<file path="src/rtl/collision_scanner.sv">
// collision_scanner: end-of-game detector for the snake game.
// On each head-move strobe the new head is checked against the playfield frame,
// then against the active tail segments one segment per clock. A collision
// latches game_over (with the segment index in hit_seg), a clean move at full
// length latches victory.
// Optional build macro: WRAP_WALLS_EN -- the frame is a torus, so the wall
// check never reports a hit (position wrapping is done by the movement logic).
module collision_scanner #(
    parameter  int X_W     = 7,
    parameter  int Y_W     = 6,
    parameter  int MAX_LEN = 15,
    parameter  int WIN_LEN = 15,
    localparam int LEN_W   = $clog2(MAX_LEN + 1)
) (
    input  logic                   clk,
    input  logic                   reset,
    input  logic                   restart,
    input  logic                   move_stb,
    input  logic [X_W-1:0]         head_x,
    input  logic [Y_W-1:0]         head_y,
    input  logic [MAX_LEN*X_W-1:0] tail_x,
    input  logic [MAX_LEN*Y_W-1:0] tail_y,
    input  logic [LEN_W-1:0]       length,
    input  logic [X_W-1:0]         x_min,
    input  logic [X_W-1:0]         x_max,
    input  logic [Y_W-1:0]         y_min,
    input  logic [Y_W-1:0]         y_max,
    output logic                   busy,
    output logic                   check_done,
    output logic                   game_over,
    output logic                   victory,
    output logic [LEN_W-1:0]       hit_seg,
    output logic                   overrun
);

    localparam logic [LEN_W-1:0] MAX_LEN_L = LEN_W'(MAX_LEN);
    localparam logic [LEN_W-1:0] WIN_LEN_L = LEN_W'(WIN_LEN);

    typedef enum logic [1:0] {
        IDLE = 2'd0,
        WALL = 2'd1,
        SCAN = 2'd2,
        DONE = 2'd3
    } state_t;

    state_t           state;
    logic [X_W-1:0]   head_x_q;
    logic [Y_W-1:0]   head_y_q;
    logic [LEN_W-1:0] len_q;
    logic [LEN_W-1:0] idx;

    logic [LEN_W:0]   len_ext;
    logic [LEN_W-1:0] len_clamped;
    logic             wall_hit;
    logic [X_W-1:0]   seg_x;
    logic [Y_W-1:0]   seg_y;
    logic             seg_hit;

    // Lengths beyond the number of segments on the bus saturate at MAX_LEN;
    // the one-bit extension keeps the compare meaningful when LEN_W is exactly full.
    assign len_ext     = {1'b0, length};
    assign len_clamped = (len_ext > (LEN_W+1)'(MAX_LEN)) ? MAX_LEN_L : length;

`ifdef WRAP_WALLS_EN
    logic unused_frame;
    assign unused_frame = ^{x_min, x_max, y_min, y_max};
    assign wall_hit     = 1'b0;
`else
    assign wall_hit = (head_x_q <= x_min) || (head_x_q >= x_max) ||
                      (head_y_q <= y_min) || (head_y_q >= y_max);
`endif

    // Select the tail segment addressed by the scan index and compare with the latched head.
    always_comb begin
        seg_x   = tail_x[idx*X_W +: X_W];
        seg_y   = tail_y[idx*Y_W +: Y_W];
        seg_hit = (seg_x == head_x_q) && (seg_y == head_y_q);
    end

    // Check sequencer: IDLE accepts a move, WALL tests the frame, SCAN walks the
    // segments with early exit on a hit, DONE pulses check_done and decides victory.
    always_ff @(posedge clk or posedge reset) begin
        if (reset) begin
            state      <= IDLE;
            head_x_q   <= '0;
            head_y_q   <= '0;
            len_q      <= '0;
            idx        <= '0;
            busy       <= 1'b0;
            check_done <= 1'b0;
            game_over  <= 1'b0;
            victory    <= 1'b0;
            hit_seg    <= '0;
            overrun    <= 1'b0;
        end else if (restart) begin
            state      <= IDLE;
            head_x_q   <= '0;
            head_y_q   <= '0;
            len_q      <= '0;
            idx        <= '0;
            busy       <= 1'b0;
            check_done <= 1'b0;
            game_over  <= 1'b0;
            victory    <= 1'b0;
            hit_seg    <= '0;
            overrun    <= 1'b0;
        end else begin
            case (state)
                IDLE: begin
                    check_done <= 1'b0;
                    if (move_stb && !game_over && !victory) begin
                        head_x_q <= head_x;
                        head_y_q <= head_y;
                        len_q    <= len_clamped;
                        idx      <= '0;
                        busy     <= 1'b1;
                        state    <= WALL;
                    end
                end
                WALL: begin
                    if (wall_hit) begin
                        game_over  <= 1'b1;
                        hit_seg    <= MAX_LEN_L;
                        check_done <= 1'b1;
                        state      <= DONE;
                    end else if (len_q == '0) begin
                        check_done <= 1'b1;
                        state      <= DONE;
                    end else begin
                        idx   <= '0;
                        state <= SCAN;
                    end
                end
                SCAN: begin
                    if (seg_hit) begin
                        game_over  <= 1'b1;
                        hit_seg    <= idx;
                        check_done <= 1'b1;
                        state      <= DONE;
                    end else if (idx == len_q - 1'b1) begin
                        check_done <= 1'b1;
                        state      <= DONE;
                    end else begin
                        idx <= idx + 1'b1;
                    end
                end
                DONE: begin
                    check_done <= 1'b0;
                    busy       <= 1'b0;
                    if (!game_over && (len_q >= WIN_LEN_L)) begin
                        victory <= 1'b1;
                    end
                    state <= IDLE;
                end
                default: begin
                    busy       <= 1'b0;
                    check_done <= 1'b0;
                    state      <= IDLE;
                end
            endcase
            if (move_stb && (state != IDLE)) begin
                overrun <= 1'b1;
            end
        end
    end

endmodule
</file>
<file path="config.mk">
export PLATFORM = sky130hd
export DESIGN_NAME = collision_scanner
export DESIGN_NICKNAME = d
export VERILOG_FILES = /design/src/rtl/collision_scanner.sv
export SDC_FILE = /design/constraint.sdc
export NUM_CORES = 1
export LEC_CHECK = 0
export BUFFER_PORTS_ARGS = -buffer_cell sky130_fd_sc_hd__buf_2
export CAP_MARGIN = 20
export CORE_AREA = 2 2 103 105
export CTS_BUF_LIST = sky130_fd_sc_hd__clkbuf_4 sky130_fd_sc_hd__clkbuf_8 sky130_fd_sc_hd__clkbuf_16
export DETAILED_ROUTE_END_ITERATION = 10
export DIE_AREA = 0 0 105 107
export PLACE_DENSITY = 0.77
export SLEW_MARGIN = 20
export SYNTH_ARGS = -nofsm -noshare
export SYNTH_HDL_FRONTEND = slang
export SYNTH_SLANG_ARGS = --single-unit
</file>
<file path="constraint.sdc">
create_clock -name clk -period 3.7 [get_ports clk]
set_input_delay 0.185 -clock clk [delete_from_list [all_inputs] [get_ports clk]]
set_output_delay 0.185 -clock clk [all_outputs]
set_load 0.03 [all_outputs]
</file>
Word-level counts from Yosys, hierarchy flattened:

Cells that the tools add are included.

* add/subtract/negate cells: 2
* multiply operators: 2
* div/mod/pow operators: 0
* magnitude comparators: 6
* eq/ne operators: 15
* shifts and indexed selects: 2
* multiplexer cells: 46
* bitwise operators: 0
* reduce and logical (&&, ||, !) cells: 29

Operators by type and width (count)
* $shiftx A105 B8 Y7: 1
* $shiftx A90 B8 Y6: 1
* $mux W4: 13
* $mux W7: 3
* $ne A3 B3 Y1 const B: 7
* $mux W6: 3
* $mux W1: 17
* $pmux W4 S3: 1
* $reduce_bool A2 Y1: 6
* $reduce_and A2 Y1: 5
* $mux W2: 4
* $ne A4 B4 Y1 const B: 2
* $pmux W2 S4: 1
* $pmux W4 S2: 1
* $eq A7 B7 Y1: 1
* $ge A7 B7 Y1: 1
* $le A7 B7 Y1: 1
* $mul A4 B3 Y7 const B: 1
* $eq A6 B6 Y1: 1
* $ge A6 B6 Y1: 1
* $le A6 B6 Y1: 1
* $mul A4 B2 Y6 const B: 1
* $reduce_and A6 Y1: 1
* $reduce_bool A3 Y1: 2
* 17 further kinds: 26

* bits in registers: 32
* bits in latches: 0
* bits in writable memories: 0
* bits in read-only memories: 0
* input port bits: 242
* word-level logic and storage cells: 113
* memories: 0

Logic depth before layout (Yosys ltp):

* word-level depth: 7
* depth in mapped cells: 14
* mapped depth without buffers: 11

Worst setup path after synthesis:

Ideal clock, no wire load.

* path kind: register -> register
* start: reg idx[0]
* end: reg hit_seg[1]
* library setup time: 0.104 ns
* arrival: 3.075 ns
* required time: 3.596 ns
* path slack: 0.522 ns
* stages on the path, launching flop included: 15
* cell sequence: dfrtp_1 -> buf_6 -> buf_4 -> buf_4 -> buf_2 -> mux2_2 -> a22oi_1 -> a221oi_1 -> xor2_1 -> o32ai_1 -> o2111ai_1 -> or2_1 -> buf_6 -> a21o_1 -> a221oi_1

* word-level cells in the longest chain between the ends: 6
* elaborated cells on any way between the ends: 9

Ends and longest elaborated chain
* from (decl): line 50 `logic [LEN_W-1:0] idx;`
* from (signal assigned): line 144 `idx <= idx + 1'b1;`
* $mul A4 B3 Y7 or $mul A4 B2 Y6 (tied branches): line 75, 76
* $shiftx A105 B8 Y7 or $shiftx A90 B8 Y6 (tied branches): line 75, 76
* $eq A7 B7 Y1 or $eq A6 B6 Y1 (tied branches): line 77 `seg_hit = (seg_x == head_x_q) && (seg_y == head_y_q);`
* $logic_and A1 B1 Y1 *: line 77
* $ne A3 B3 Y1 (no line) *
* $reduce_and A3 Y1 (no line) *
* to (signal assigned): line 137 `hit_seg <= idx;`
* to (decl): line 32 `output logic [LEN_W-1:0] hit_seg,`

Every way passes the cells marked *; elsewhere a longest branch is shown, timed or not.
A chain may end at the register's enable or synchronous reset.

Worst setup path in the final report:

* start: reg idx[0]
* end: reg hit_seg[2]

Same word-level chain as after synthesis.

==> results.sh <==
export IMPL_skew_ns=0.001284
export IMPL_power_density_nw_per_um2=384.7
export IMPL_via_per_inst=5.581
export IMPL_hpwlAfterDp_um=13310
export IMPL_critPathArrivalTime_ns=3.68
export IMPL_ioPinCount=251
export IMPL_wl_met1_um=6294
export IMPL_finalHoldViolations=0
export IMPL_start_util=0.4210
export IMPL_reg2reg_depth=10
export IMPL_drc=0
export IMPL_gr_total_overflow=0
export IMPL_dp_cells=839
export IMPL_synth_area_per_cell_um2=9.118
export IMPL_multi_input_area_um2=3100
export IMPL_run_status="finished, final reports clean"
export IMPL_grt_pass1_wl_um=24560
export IMPL_syn_nets=743
export IMPL_endpoint_kind="flop"
export IMPL_slew_viol_final=0
export IMPL_htree_levels=2
export IMPL_antenna_found_initial=4
export IMPL_numCtsBuffers=5
export IMPL_clock_latency_ns=0.29
export IMPL_ys_seq_elements=32
export IMPL_crit_family="compound AO/OA/AOI/OAI gates"
export IMPL_cts_root_buf="clkbuf_8"
export IMPL_first_pass_iters=5
export IMPL_tns_ns=0
export IMPL_grt_max_degree=34
export IMPL_drive_above_1_share=0.4474
export IMPL_final_nets=989
export IMPL_ir_drop_v=0.0002947
export IMPL_final_cells=853
export IMPL_postRouteAntennaNets=0
export IMPL_min_period_ns=3.501
export IMPL_holdCritPathClass="in2reg"
export IMPL_cp_num_buf_inv=1
export IMPL_fill_cells=929
export IMPL_dominantRegCellSynth="dfrtp_1"
export IMPL_wl_met3_um=1084
export IMPL_max_slew_margin_rel=0.5499
export IMPL_crit_path_start_kind="flop"
export IMPL_clk_pin_slew_ns=0.07
export IMPL_rows=37
export IMPL_cp_depth=10
export IMPL_slowest_stage="dfrtp_4"
export IMPL_path_class="reg2reg"
export IMPL_drt_wl_total_um=15830
export IMPL_clock_fmax_mhz=285.7
export IMPL_place_congestion=1.040
export IMPL_synthCells=466
export IMPL_area_growth_pct=35.37
export IMPL_crit_chain="buf_12 > mux2_2 > a221o_1 > o2bb2ai_1 > xnor2_1 > nand2_1 > or4_1 > or2_1 > a21o_1 > a221oi_1"
export IMPL_synth_edf_count=0
export IMPL_die_w_um=105
export IMPL_met2_length_um=8067
export IMPL_tightest_slew_ns=0.6733
export IMPL_power_mw=2.213
export IMPL_final_util=0.5699
export IMPL_drt_iter0_drc=259
export IMPL_clock_sinks=32
export IMPL_vias=4761
export IMPL_grt_setup_unrepaired="false"
export IMPL_async_flop_share=1.000
export IMPL_dieArea_um2=11240
export IMPL_routedWlPerCell_um=18.56
export IMPL_die_h_um=107
export IMPL_hold_depth=3
export IMPL_cp_slowest_stage_delay_ns=0.56
export IMPL_p_leak_nw=2.857
export IMPL_post_route_period_util=0.9461
export IMPL_grt_pass1_vias=4840
export IMPL_portBuffers=250
export IMPL_netlist_area_um2=4249
export IMPL_track_usage=0.2780
export IMPL_synthDistinctLibCells=61
export IMPL_yosysSeqAreaShare=0.1885
export IMPL_cts_buffer_depth=2
export IMPL_regArea_um2=804.5
export IMPL_cp_required_ns=3.88
export IMPL_drv_cap=0
export IMPL_setup_viol=0
export IMPL_coreArea_um2=10090
export IMPL_synth_warnings=0
export IMPL_crit_fanout=33
export IMPL_routed_top_layer="met4"
export IMPL_cts_tree="done"
==> cell usage in the layout, fill, tap and decap left out, types with 5 or more instances in the layout <==
master | Yosys | routed
a211oi_1 | 5 | 5
a21oi_1 | 42 | 42
a221o_1 | 7 | 7
a221oi_1 | 7 | 7
a22oi_1 | 5 | 5
buf_2 | 5 | 250
buf_4 | 5 | 12
clkbuf_8 | 0 | 5
dfrtp_1 | 32 | 31
ha_1 | 35 | 35
inv_1 | 45 | 45
mux2_2 | 18 | 18
mux2i_1 | 25 | 25
mux4_2 | 24 | 24
nand2_1 | 52 | 52
nand2b_1 | 9 | 9
nand4_1 | 5 | 5
nor2_1 | 16 | 15
o21ai_0 | 16 | 15
o22ai_1 | 5 | 5
xnor2_1 | 13 | 13
xor2_1 | 10 | 10
==> final cells by class <==
| type | count | share of cell area |
|---|---|---|
| multi-input cells | 362 | 0.5390 |
| well taps | 136 | 0.02958 |
| clock inverters | 3 | 0.007396 |
| repair buffers | 265 | 0.2404 |
| flip-flops and latches | 32 | 0.1399 |
| inverters | 46 | 0.03002 |
| clock buffers | 5 | 0.01196 |
| diodes | 4 | 0.001740 |
==> worst reg2reg max path: stages (launching register included) <==
cell	delay, ns
dfrtp_4	0.56
buf_12	0.27
mux2_2	0.37
a221o_1	0.34
o2bb2ai_1	0.14
xnor2_1	0.15
nand2_1	0.10
or4_1	0.55
or2_1	0.36
a21o_1	0.26
a221oi_1	0.31
==> synth_stat cells, types with 5 or more instances <==
cell type | n | area, µm²
mux4_2 | 24 | 540.5
nor2_1 | 16 | 60.06
xnor2_1 | 13 | 113.9
nor2b_1 | 5 | 31.28
buf_4 | 5 | 37.54
buf_6 | 5 | 56.30
a221oi_1 | 7 | 61.31
mux2i_1 | 25 | 250.2
a22oi_1 | 5 | 37.54
clkbuf_1 | 8 | 30.03
a221o_1 | 7 | 70.07
a21oi_1 | 42 | 210.2
mux2_2 | 18 | 202.7
a211oi_1 | 5 | 37.54
o22ai_1 | 5 | 31.28
nand2b_1 | 9 | 56.30
inv_1 | 45 | 168.9
o21ai_0 | 16 | 80.08
buf_2 | 5 | 25.02
nand2_1 | 52 | 195.2
xor2_1 | 10 | 87.58
dfrtp_1 | 32 | 800.8
nand4_1 | 5 | 31.28
ha_1 | 35 | 437.9
==> power by group <==
group / switching [mW] / internal (mW) / total, mW
sequential: 0.140 / 0.440 / 0.581
combinational: 0.679 / 0.620 / 1.30
clock: 0.134 / 0.199 / 0.333
total: 0.954 / 1.26 / 2.21
==> logic make-up (layout without fill, tap and decap cells) <==
group	count (synthesis)	after routing	synth area share
compound gates	119	119	0.1885
xor+xnor	23	23	0.04741
fa+ha+maj	35	35	0.1031
buf+inv	72	319	0.08304
flops	32	32	0.1885
mux	73	73	0.2638
other cells	0	4	0
simple gates	112	112	0.1257
==> per-stage QoR <==
step	setup WS (ns)	hold slack [ns]	area (µm²)
6_report	0.1994	0.1240	5752
2_1_floorplan	0.5216	0.3012	4249
5_1_grt	0.01675	0.1421	5752
3_5_place_dp	0.1271	0.2900	5604
3_3_place_gp	0.2325	0.2768	5604
4_1_cts	0.1032	0.1152	5725
==> state kept, by name, summed over array words and instances, names as in the netlist <==
register,count
busy,1
check_done,1
game_over,1
head_x_q,7
head_y_q,6
hit_seg,4
idx,4
len_q,4
overrun,1
state,2
victory,1
==> final timing paths <==
| kind | to | start | slack (ns) |
|---|---|---|---|
| setup / recovery | hit_seg[2] | idx[0] | 0.20 |
| hold / removal | head_x_q[0] | head_x[0] | 0.12 |
| setup reg to reg | hit_seg[2] | idx[0] | 0.20 |
| hold reg to reg | overrun | overrun | 0.50 |
| max in group asynchronous | idx[0] | reset | 2.49 |
| min in group asynchronous | head_y_q[3] | reset | 0.52 |
==> routing by layer <==
metal  vias up  global-route usage
met5         -                   0
met4         0             0.09619
met3        33             0.04073
met2       250              0.5005
met1      2238              0.3389
li1       2240                   -
==> repair_timing <==
item / CTS / global route
hold endpoints to repair: 15 / 0
resized for setup: 0 / 2
buffers inserted: 0 / 1
endpoints found under the setup margin: 0 / 4
hold buffers: 1 / 0
Power figures use the tool's default switching activity.
